**src/rtl/conan_pkg.sv**
```systemverilog
`default_nettype none
// ============================================================================
// Module      : conan_pkg
// Description : Shared constants and watchdog state encoding for the
//               step-safety slice.
// Revision    : 1.0 - initial release
// ============================================================================
package conan_pkg;

    localparam int unsigned HZ                 = 48_000_000;
    localparam int unsigned WD_DEFAULT_TIMEOUT = HZ * 10;

    typedef enum logic [1:0] {
        WD_DISARMED = 2'd0,
        WD_ARMED    = 2'd1,
        WD_TRIPPED  = 2'd2
    } wd_state_t;

endpackage
`default_nettype wire

```
**src/rtl/step_watchdog_idle_counter.sv**
```systemverilog
`default_nettype none
// ============================================================================
// Module      : step_idle_counter
// Description : Per-channel step edge detector with a saturating idle counter
//               and registered idle-timeout alert.
// Revision    : 1.0 - initial release
// ============================================================================
module step_idle_counter
    import conan_pkg::*;
#(
    parameter int          CNT_BITS = 32,
    parameter int unsigned TIMEOUT  = WD_DEFAULT_TIMEOUT
) (
    input  logic                clk,
    input  logic                rst,
    input  logic                step,
    output logic                alert,
    output logic [CNT_BITS-1:0] cnt
);

    localparam logic [CNT_BITS-1:0] c_timeout = CNT_BITS'(TIMEOUT);

    logic                r_prev_step;
    logic [CNT_BITS-1:0] r_cnt;
    logic                r_alert;
    logic                w_activity;
    logic                w_at_limit;

    // Both step edges count as activity.
    assign w_activity = r_prev_step ^ step;
    assign w_at_limit = (r_cnt == c_timeout);

    always_ff @(posedge clk) begin
        if (rst) begin
            r_prev_step <= 1'b0;
            r_cnt       <= '0;
            r_alert     <= 1'b0;
        end else begin
            r_prev_step <= step;
            if (w_activity) begin
                r_cnt <= '0;
            end else if (!w_at_limit) begin
                r_cnt <= r_cnt + 1'b1;
            end
            r_alert <= w_at_limit && !w_activity;
        end
    end

    assign alert = r_alert;
    assign cnt   = r_cnt;

endmodule
`default_nettype wire

```
**src/rtl/step_watchdog.sv**
```systemverilog
`default_nettype none
// ============================================================================
// Module      : step_watchdog
// Description : Step-inactivity safety monitor: per-channel idle alerts, an
//               endstop-armed trip latch driving req_shutdown, and an optional
//               board watchdog strobe (macro STEP_WATCHDOG_WDI_EN).
// Revision    : 1.0 - initial release
// ============================================================================
module step_watchdog
    import conan_pkg::*;
#(
    parameter int                   NSTEPDIR   = 6,
    parameter int                   CNT_BITS   = 32,
    parameter int unsigned          TIMEOUT    = WD_DEFAULT_TIMEOUT,
    parameter logic [NSTEPDIR-1:0]  WATCH_MASK = 6'b100000,
    parameter int unsigned          WDI_HALF   = 2_400_000
) (
    input  logic                clk,
    input  logic                rst,
    input  logic [NSTEPDIR-1:0] step,
    input  logic                arm_n,
    input  logic                clr,
    output logic [NSTEPDIR-1:0] alert,
    output logic                armed,
    output logic                req_shutdown,
    output logic [7:0]          idle_dbg,
    output logic                wdi
);

    if (CNT_BITS < 8) begin : g_chk_cnt_bits
        $error("step_watchdog: CNT_BITS must be at least 8");
    end
    if (64'(TIMEOUT) >= (64'd1 << CNT_BITS)) begin : g_chk_timeout
        $error("step_watchdog: TIMEOUT must be below 2**CNT_BITS");
    end
    if (WDI_HALF < 2) begin : g_chk_wdi_half
        $error("step_watchdog: WDI_HALF must be at least 2");
    end

    logic [NSTEPDIR-1:0] w_alert;
    logic [CNT_BITS-1:0] w_cnt [NSTEPDIR];
    logic [7:0]          r_idle_dbg;
    logic                r_arm_meta;
    logic                r_arm_sync;
    wd_state_t           r_state;
    wd_state_t           w_state_next;

    for (genvar gi = 0; gi < NSTEPDIR; gi++) begin : g_chan
        step_idle_counter #(
            .CNT_BITS (CNT_BITS),
            .TIMEOUT  (TIMEOUT)
        ) u_idle (
            .clk   (clk),
            .rst   (rst),
            .step  (step[gi]),
            .alert (w_alert[gi]),
            .cnt   (w_cnt[gi])
        );
    end

    assign alert = w_alert;

    always_ff @(posedge clk) begin
        if (rst) begin
            r_idle_dbg <= 8'd0;
        end else begin
            r_idle_dbg <= w_cnt[NSTEPDIR-1][CNT_BITS-1 -: 8];
        end
    end

    assign idle_dbg = r_idle_dbg;

    // The synchronizer carries the inverted endstop level so that the
    // all-zero reset value means "not arming" rather than a spurious arm.
    always_ff @(posedge clk) begin
        if (rst) begin
            r_arm_meta <= 1'b0;
            r_arm_sync <= 1'b0;
        end else begin
            r_arm_meta <= ~arm_n;
            r_arm_sync <= r_arm_meta;
        end
    end

    always_ff @(posedge clk) begin
        if (rst) begin
            r_state <= WD_DISARMED;
        end else begin
            r_state <= w_state_next;
        end
    end

    // clr outranks any arm or trip condition seen in the same cycle.
    always_comb begin
        w_state_next = r_state;
        if (clr) begin
            w_state_next = WD_DISARMED;
        end else begin
            case (r_state)
                WD_DISARMED: if (r_arm_sync) w_state_next = WD_ARMED;
                WD_ARMED:    if (|(w_alert & WATCH_MASK)) w_state_next = WD_TRIPPED;
                WD_TRIPPED:  w_state_next = WD_TRIPPED;
                default:     w_state_next = WD_DISARMED;
            endcase
        end
    end

    always_comb begin
        armed        = (r_state != WD_DISARMED);
        req_shutdown = (r_state == WD_TRIPPED);
    end

`ifdef STEP_WATCHDOG_WDI_EN
    localparam int c_wdi_bits = (WDI_HALF > 1) ? $clog2(WDI_HALF) : 1;
    localparam logic [c_wdi_bits-1:0] c_wdi_last = c_wdi_bits'(WDI_HALF - 1);

    logic [c_wdi_bits-1:0] r_wdi_cnt;
    logic                  r_wdi;

    // Freezing in TRIPPED lets the external supervisor time out.
    always_ff @(posedge clk) begin
        if (rst) begin
            r_wdi_cnt <= '0;
            r_wdi     <= 1'b0;
        end else if (r_state != WD_TRIPPED) begin
            if (r_wdi_cnt == c_wdi_last) begin
                r_wdi_cnt <= '0;
                r_wdi     <= ~r_wdi;
            end else begin
                r_wdi_cnt <= r_wdi_cnt + 1'b1;
            end
        end
    end

    assign wdi = r_wdi;
`else
    assign wdi = 1'b0;
`endif

endmodule
`default_nettype wire

```
**config.mk**
```make
export PLATFORM = sky130hd
export DESIGN_NAME = step_watchdog
export DESIGN_NICKNAME = d
export VERILOG_FILES = /design/src/rtl/conan_pkg.sv /design/src/rtl/step_watchdog_idle_counter.sv /design/src/rtl/step_watchdog.sv
export SDC_FILE = /design/constraint.sdc
export NUM_CORES = 1
export LEC_CHECK = 0
export CORE_UTILIZATION = 35
export DETAILED_ROUTE_END_ITERATION = 8
export GPL_TIMING_DRIVEN = 0
export PLACE_DENSITY = 0.48
export SKIP_LAST_GASP = 1
export SLEW_MARGIN = 40
export SYNTH_ARGS = -nofsm -noshare
export SYNTH_HDL_FRONTEND = slang
export SYNTH_SLANG_ARGS = --single-unit
```
**constraint.sdc**
```tcl
create_clock -name clk -period 3.2 [get_ports clk]
set_clock_uncertainty 0.2 [all_clocks]
set_input_delay 0.64 -clock clk [delete_from_list [all_inputs] [get_ports clk]]
set_output_delay 0.64 -clock clk [all_outputs]
set_load 0.01 [all_outputs]
```
==> out/results.ini, run 1 <==
[run_status]
status = finished, final reports clean

[global_routing]
grt_pass1_vias = 7154
grt_max_degree = 13
grt_pass1_wl_mm = 35.84
antenna_found_initial = 0
grt-ovfl-total = 0
grt_usage = 0.1488

[die]
io_pins = 27
start_util = 0.3557
die_h_um = 169.8
fp.dieW_um = 169.8
core_mm2 = 0.02771
die_area_mm2 = 0.02883
num_rows = 61

[synth]
synth-async-reset-ratio = 0
syn-cell-area_mm2 = 0.009854
ys_ff_latch = 216
yosys.area.top_type = dfxtp_1
seq_area_frac_synth = 0.4388
netlist_instances = 1143
yosysTopAreaCellShare = 0.4388
ys.flop_type = dfxtp_1
ys_types = 49
synthTopCellsByArea = dfxtp_1, xor2_1, nor2_1, xnor2_1, nand4_1
syn_nets = 1169
yosysWarnings = 0
synth_enable_flop_cells = 0
avgSynthCellArea_um2 = 8.622

[sta]
tns_ns = 0
hold_viol_final = 0
finalSetupViolCount = 0
fin_crit_ns = 2.692
drv_slew = 0
fmax_mhz = 371.4
max_slew_margin = 0.4956
grt_setup_unrepaired = no
fin_crit_sh = 0.8413
tightest_slew_ns = 0.7496
whs_ns = 0.2335

[setup_path]
crit_path_cell_trace = inv_1 > ha_1 > inv_1 > clkdlybuf4s50_1
cp.required_ns = 2.36
path_class = flop to output port
cp_common_cell = inv_1
start_kind = flop
crit_fanout = 3
arrival_ns = 1.85
crit_slowest_cell = clkdlybuf4s50_1
worst_setup_path_end_kind = output port
max_stage_delay_ns = 0.57

[clock_network]
cts_hold_buf = 0
post_cts_buffers = 0
cts_made_buffers = 26
cts_resized = 0
htreeDepth = 1
root_buffer = clkbuf_16
clock_latency_ns = 0.52
clock_path_buffers = 3
clk_pin_slew_ns = 0.06
cts_tree = built
clkSinkCount = 216

[finish]
final_common_cell = dfxtp_1
area_growth_pct = 16.37
final_area_mm2 = 0.01147
layout.nets = 1222
drive_above_1_share = 0.06260
mostFrequentLayoutCells = dfxtp_1, nor2_1, xor2_1
num_antenna_cells = 0

[pwr]
power-per-cell-area_mw_per_mm2 = 504.0
vdd_ir_drop_max_mv = 0.3404
leakagePower_uw = 0.003757

[hold_path]
hold_class = flop to flop

[drt]
drc = 0
wl_per_cell_um = 13.32
firstDrtPassIters = 4
num_vias = 7705
drt_iter0_markers = 342
antenna_left = 0
via_per_inst = 4.840
drt_wl_total_mm = 21.21

[place]
dp_hpwl_mm = 14.73
place_area_mm2 = 0.01060
io_buffers = 25
gp_congestion = 0.7883

[flow_run]
maxCapViolCount = 0

-- metrics by stage --
| stage | cells | util | total power, uW | setup slack, ns |
|---|---|---|---|---|
| finish | 1592 | 0.4139 | 5779 | 0.5077 |
| global route | 1592 | 0.4139 | 6035 | 0.4233 |
| CTS | 1592 | 0.4134 | 5895 | 0.4669 |
| detailed placement | 1546 | 0.3826 | 2958 | 0.1193 |
| global placement | 1546 | 0.3818 | 2957 | 0.1236 |
| floorplan | 1143 | - | 2889 | 1.073 |
-- registers in the layout, indices dropped and copies added, names as in the netlist --
signal                     count
g_chan.u_idle.cnt            192
idle_dbg                       8
g_chan.u_idle.alert            6
g_chan.u_idle.r_prev_step      6
r_state                        2
r_arm_meta                     1
r_arm_sync                     1
-- cell type report --
cell class,count,area [um2]
fillers,2867,16240
multi-input cells,848,5240
well taps,378,473.0
clock buffers,42,832.0
inverters,32,120.1
plain buffers,47,207.7
repair buffers,25,250.2
flip-flops and latches,216,4324
clock inverters,4,20.02
-- final timing paths --
path | from | to | cells past startpoint | slack [ns]
hold reg to reg | r_arm_meta$_SDFF_PP0_ | r_arm_sync$_SDFF_PP0_ | 1 | 0.23
setup / recovery | r_state[0]$_SDFFE_PP0P_ | armed | 4 | 0.51
hold / removal | r_arm_meta$_SDFF_PP0_ | r_arm_sync$_SDFF_PP0_ | 1 | 0.23
setup reg to reg | g_chan[3].u_idle.cnt[2]$_SDFFE_PP0P_ | g_chan[3].u_idle.cnt[18]$_SDFFE_PP0P_ | 7 | 0.79
-- per-layer routing --
layer  track usage  routed length, um
met5             0                  0
met2        0.2407               9455
met3       0.02355                609
met1        0.2053              10810
met4       0.03799                336
-- critical path: cells and delay by family, from the launching register on --
family / cells / cell delay, ns
flip-flops: 1 / 0.35
adder cells (fa/ha/maj): 1 / 0.19
buffers and inverters: 3 / 0.79
-- synth_stat cells, types with 2 or more instances --
library cell    n
nand3b_1        5
or2_2           4
clkbuf_1       36
or4_1          10
buf_2           4
and3_1         26
nor4_2          6
o21ai_0        23
and4_1         12
or3_1          23
nor4_1         30
inv_1          32
nor3b_1         2
nor2b_1        19
nand4b_1        3
xnor2_1        70
buf_4           7
nand2b_1       11
dfxtp_1       216
nand2_1        72
mux2i_1         7
a21oi_1        32
nand4_1        60
ha_1           16
xor2_1         86
or4b_1          2
o31ai_1         3
nor4b_1        12
nand4_2         3
and2_1          7
nor2_1        191
nor3_1         33
nand3_1        63
a41o_1          2
-- where the power goes --
part           switching [uW]  total [uW]  internal (uW)
Sequential               18.5        2730           2710
Clock                    1130        2890           1760
Combinational             109         167           58.0
-- logic make-up after synthesis --
group                      Yosys count  share of synthesized area
buffers and inverters               79                    0.03327
muxes                                8                   0.008253
other                                1                  0.0003805
DFF                                216                     0.4388
adders and majority gates           16                    0.02031
and+or+nand+nor                    604                     0.3259
AOI/OAI and AO/OA                   63                    0.03441
xor gates and xnor gates           156                     0.1386
Power figures use the tool's default switching activity.
==> run 2, diff against run 1 <==
==> constraint.sdc (replaced) <==
create_clock -name clk -period 2.7 [get_ports clk]
set_clock_uncertainty 0.2 [all_clocks]
set_input_delay 0.54 -clock clk [delete_from_list [all_inputs] [get_ports clk]]
set_output_delay 0.54 -clock clk [all_outputs]
set_load 0.01 [all_outputs]
==> results of run 2 <==
Same layout as run 1 (identical final DEF). Status: finished, final reports clean.
Among the figures that moved: setup slack after placement 0.1193 ns -> -0.2807 ns; setup slack after layout 0.5077 ns -> 0.1077 ns; register-to-register setup slack 0.79 ns -> 0.29 ns; total power 5779 uW -> 6850 uW; worst IR drop on VDD 0.3404 mV -> 0.4034 mV
==> run 3, diff against run 2 <==
--- a/config.mk
+++ b/config.mk
@@ -5,10 +5,12 @@
 export SDC_FILE = /design/constraint.sdc
 export NUM_CORES = 1
 export LEC_CHECK = 0
+export CELL_PAD_IN_SITES_DETAIL_PLACEMENT = 0
+export CELL_PAD_IN_SITES_GLOBAL_PLACEMENT = 2
 export CORE_UTILIZATION = 35
 export DETAILED_ROUTE_END_ITERATION = 8
 export GPL_TIMING_DRIVEN = 0
-export PLACE_DENSITY = 0.48
+export PLACE_DENSITY = 0.71
 export SKIP_LAST_GASP = 1
 export SLEW_MARGIN = 40
 export SYNTH_ARGS = -nofsm -noshare
==> run 3 against run 2 <==
Global-route usage increased by 0.90 points. Highest routed layer unchanged. Sequential share of layout area decreased by 0.13 points. Wire length increased by 3.3%. Largest power group unchanged. First-iteration DRC count decreased by 0.29%. Combinational power about the same. Critical path type is now flop to flop. Clock power increased by 5%. Worst setup slack improved by 0.051 ns. Fmax increased by 2.0%.
==> out/results.ini, run 3 (synthesis gave the netlist of run 1 again) <==
[setup_path]
path_class = flop to flop
crit_start = g_chan[1].u_idle.cnt[7]$_SDFFE_PP0P_
path_buf_inv = 0
arrival_ns = 2.76
r2r_start = g_chan[1].u_idle.cnt[7]$_SDFFE_PP0P_
crit_slowest_cell = nor3_1
start_kind = flop
cp.required_ns = 2.92
cpLargestDelayFamily = simple AND/OR/NAND/NOR gates
max_stage_delay_ns = 0.67
crit_path_cell_trace = nor4_1 > nand4_1 > nor3_1 > or4b_1 > mux2_2
worst_setup_path_end_kind = flop
crit_fanout = 6

[drt]
num_vias = 7718
firstDrtPassIters = 4
drc = 0
antenna_left = 0
drt_wl_total_mm = 21.91
wl_per_cell_um = 13.73
drt_iter0_markers = 341
via_per_inst = 4.836

[finish]
mostFrequentLayoutCells = dfxtp_1, nor2_1, xor2_1
final_common_cell = dfxtp_1
instances_no_fill = 1596
fillers = 2812
area_growth_pct = 16.76
largest_reg_flops = 192
drive_above_1_share = 0.06491
layout.nets = 1223

[hold_path]
min_from = r_arm_meta$_SDFF_PP0_
hold_class = flop to flop

[global_routing]
antenna_found_initial = 1
grt-ovfl-total = 0
grt_max_degree = 13
grt_pass1_wl_mm = 37.66
grt_pass1_vias = 7443
grt_usage = 0.1578

[run_status]
status = finished, final reports clean

[sta]
fin_crit_sh = 0.9412
finalSetupViolCount = 0
fmax_mhz = 393.5
max_slew_margin = 0.4716
fin_crit_ns = 2.541
tightest_slew_ns = 0.7865
hold_viol_final = 0
grt_setup_unrepaired = no
tns_ns = 0
drv_slew = 0

[clock_network]
cts_hold_buf = 0
htreeDepth = 1
clkSinkCount = 216
cts_resized = 0
cts_made_buffers = 27
root_buffer = clkbuf_16
post_cts_buffers = 0
clock_latency_ns = 0.53
clk_pin_slew_ns = 0.06
cts_tree = built
clock_path_buffers = 3

[die]
die_area_mm2 = 0.02883
die_h_um = 169.8
start_util = 0.3557
num_rows = 61
io_pins = 27
core_mm2 = 0.02771
fp.dieW_um = 169.8

[flow_run]
maxCapViolCount = 0

[place]
gp_congestion = 0.7300
io_buffers = 25
placed_cells = 1546
dp_hpwl_mm = 15.28

[pwr]
vdd_ir_drop_max_mv = 0.3708
power-per-cell-area_mw_per_mm2 = 610.0
leakagePower_uw = 0.003768

## run 3: cell count changes in the layout (fill, tap and decap cells not counted)
cell       before  now
bufinv_16       0    1
clkbuf_1       41   40
clkbuf_8       10   11
clkinv_2        4    6
diode_2         0    1
nor3_1         32   33
nor3_2          2    1
nor4_2          4    5
nor4_4          4    3
## run 3: area by class of cell
cell class                      instances  area, um2  area share
Multi-Input combinational cell        848       5226      0.4542
Sequential cell                       216       4324      0.3758
Clock buffer                           42      842.1     0.07318
Tap cell                              378      473.0     0.04110
Timing Repair Buffer                   25      250.2     0.02175
Buffer                                 47      207.7     0.01805
Inverter                               32      120.1     0.01044
Clock inverter                          7      60.06    0.005220
Antenna cell                            1      2.502   0.0002175
## run 3: where the power goes
group | switching, uW | internal, uW | leakage [uW]
Clock | 1370 | 2220 | 0.000454
Combinational | 129 | 68.4 | 0.00157
Sequential | 22.6 | 3210 | 0.00174
Total | 1520 | 5490 | 0.00377
## run 3: stage by stage
stage	area [um2]	total power (uW)	hold slack (ns)	setup WS, ns	utilization
floorplan	9854	3424	0.2138	0.5732	-
global placement	10580	3506	0.2199	0.05023	0.3818
detailed placement	10600	3506	0.2279	0.07360	0.3826
CTS	11500	7172	0.2453	0.1080	0.4152
global route	11510	7326	0.2765	0.02702	0.4153
finish	11510	7019	0.2422	0.1589	0.4153
## run 3: path summary, 6_finish.rpt
| path | to | slack, ns | cells past startpoint |
|---|---|---|---|
| setup / recovery | g_chan[1].u_idle.cnt[12]$_SDFFE_PP0P_ | 0.16 | 5 |
| hold reg to reg | r_arm_sync$_SDFF_PP0_ | 0.24 | 1 |
| setup reg to reg | g_chan[1].u_idle.cnt[12]$_SDFFE_PP0P_ | 0.16 | 5 |
| hold / removal | r_arm_sync$_SDFF_PP0_ | 0.24 | 1 |
## run 3: worst register-to-register path, delay by kind of cell, from the launching register on
| kind | cells | cell delay (ns) |
|---|---|---|
| DFF | 1 | 0.37 |
| and+or+nand+nor | 4 | 1.53 |
| muxes | 1 | 0.33 |
## run 3: metal layers
metal | up-vias | global-route usage | wire length (um)
met1 | 3570 | 0.2168 | 10920
met5 | - | 0 | 0
li1 | 4050 | - | -
met3 | 29 | 0.02542 | 664
met2 | 69 | 0.2523 | 9821
met4 | 0 | 0.04818 | 503
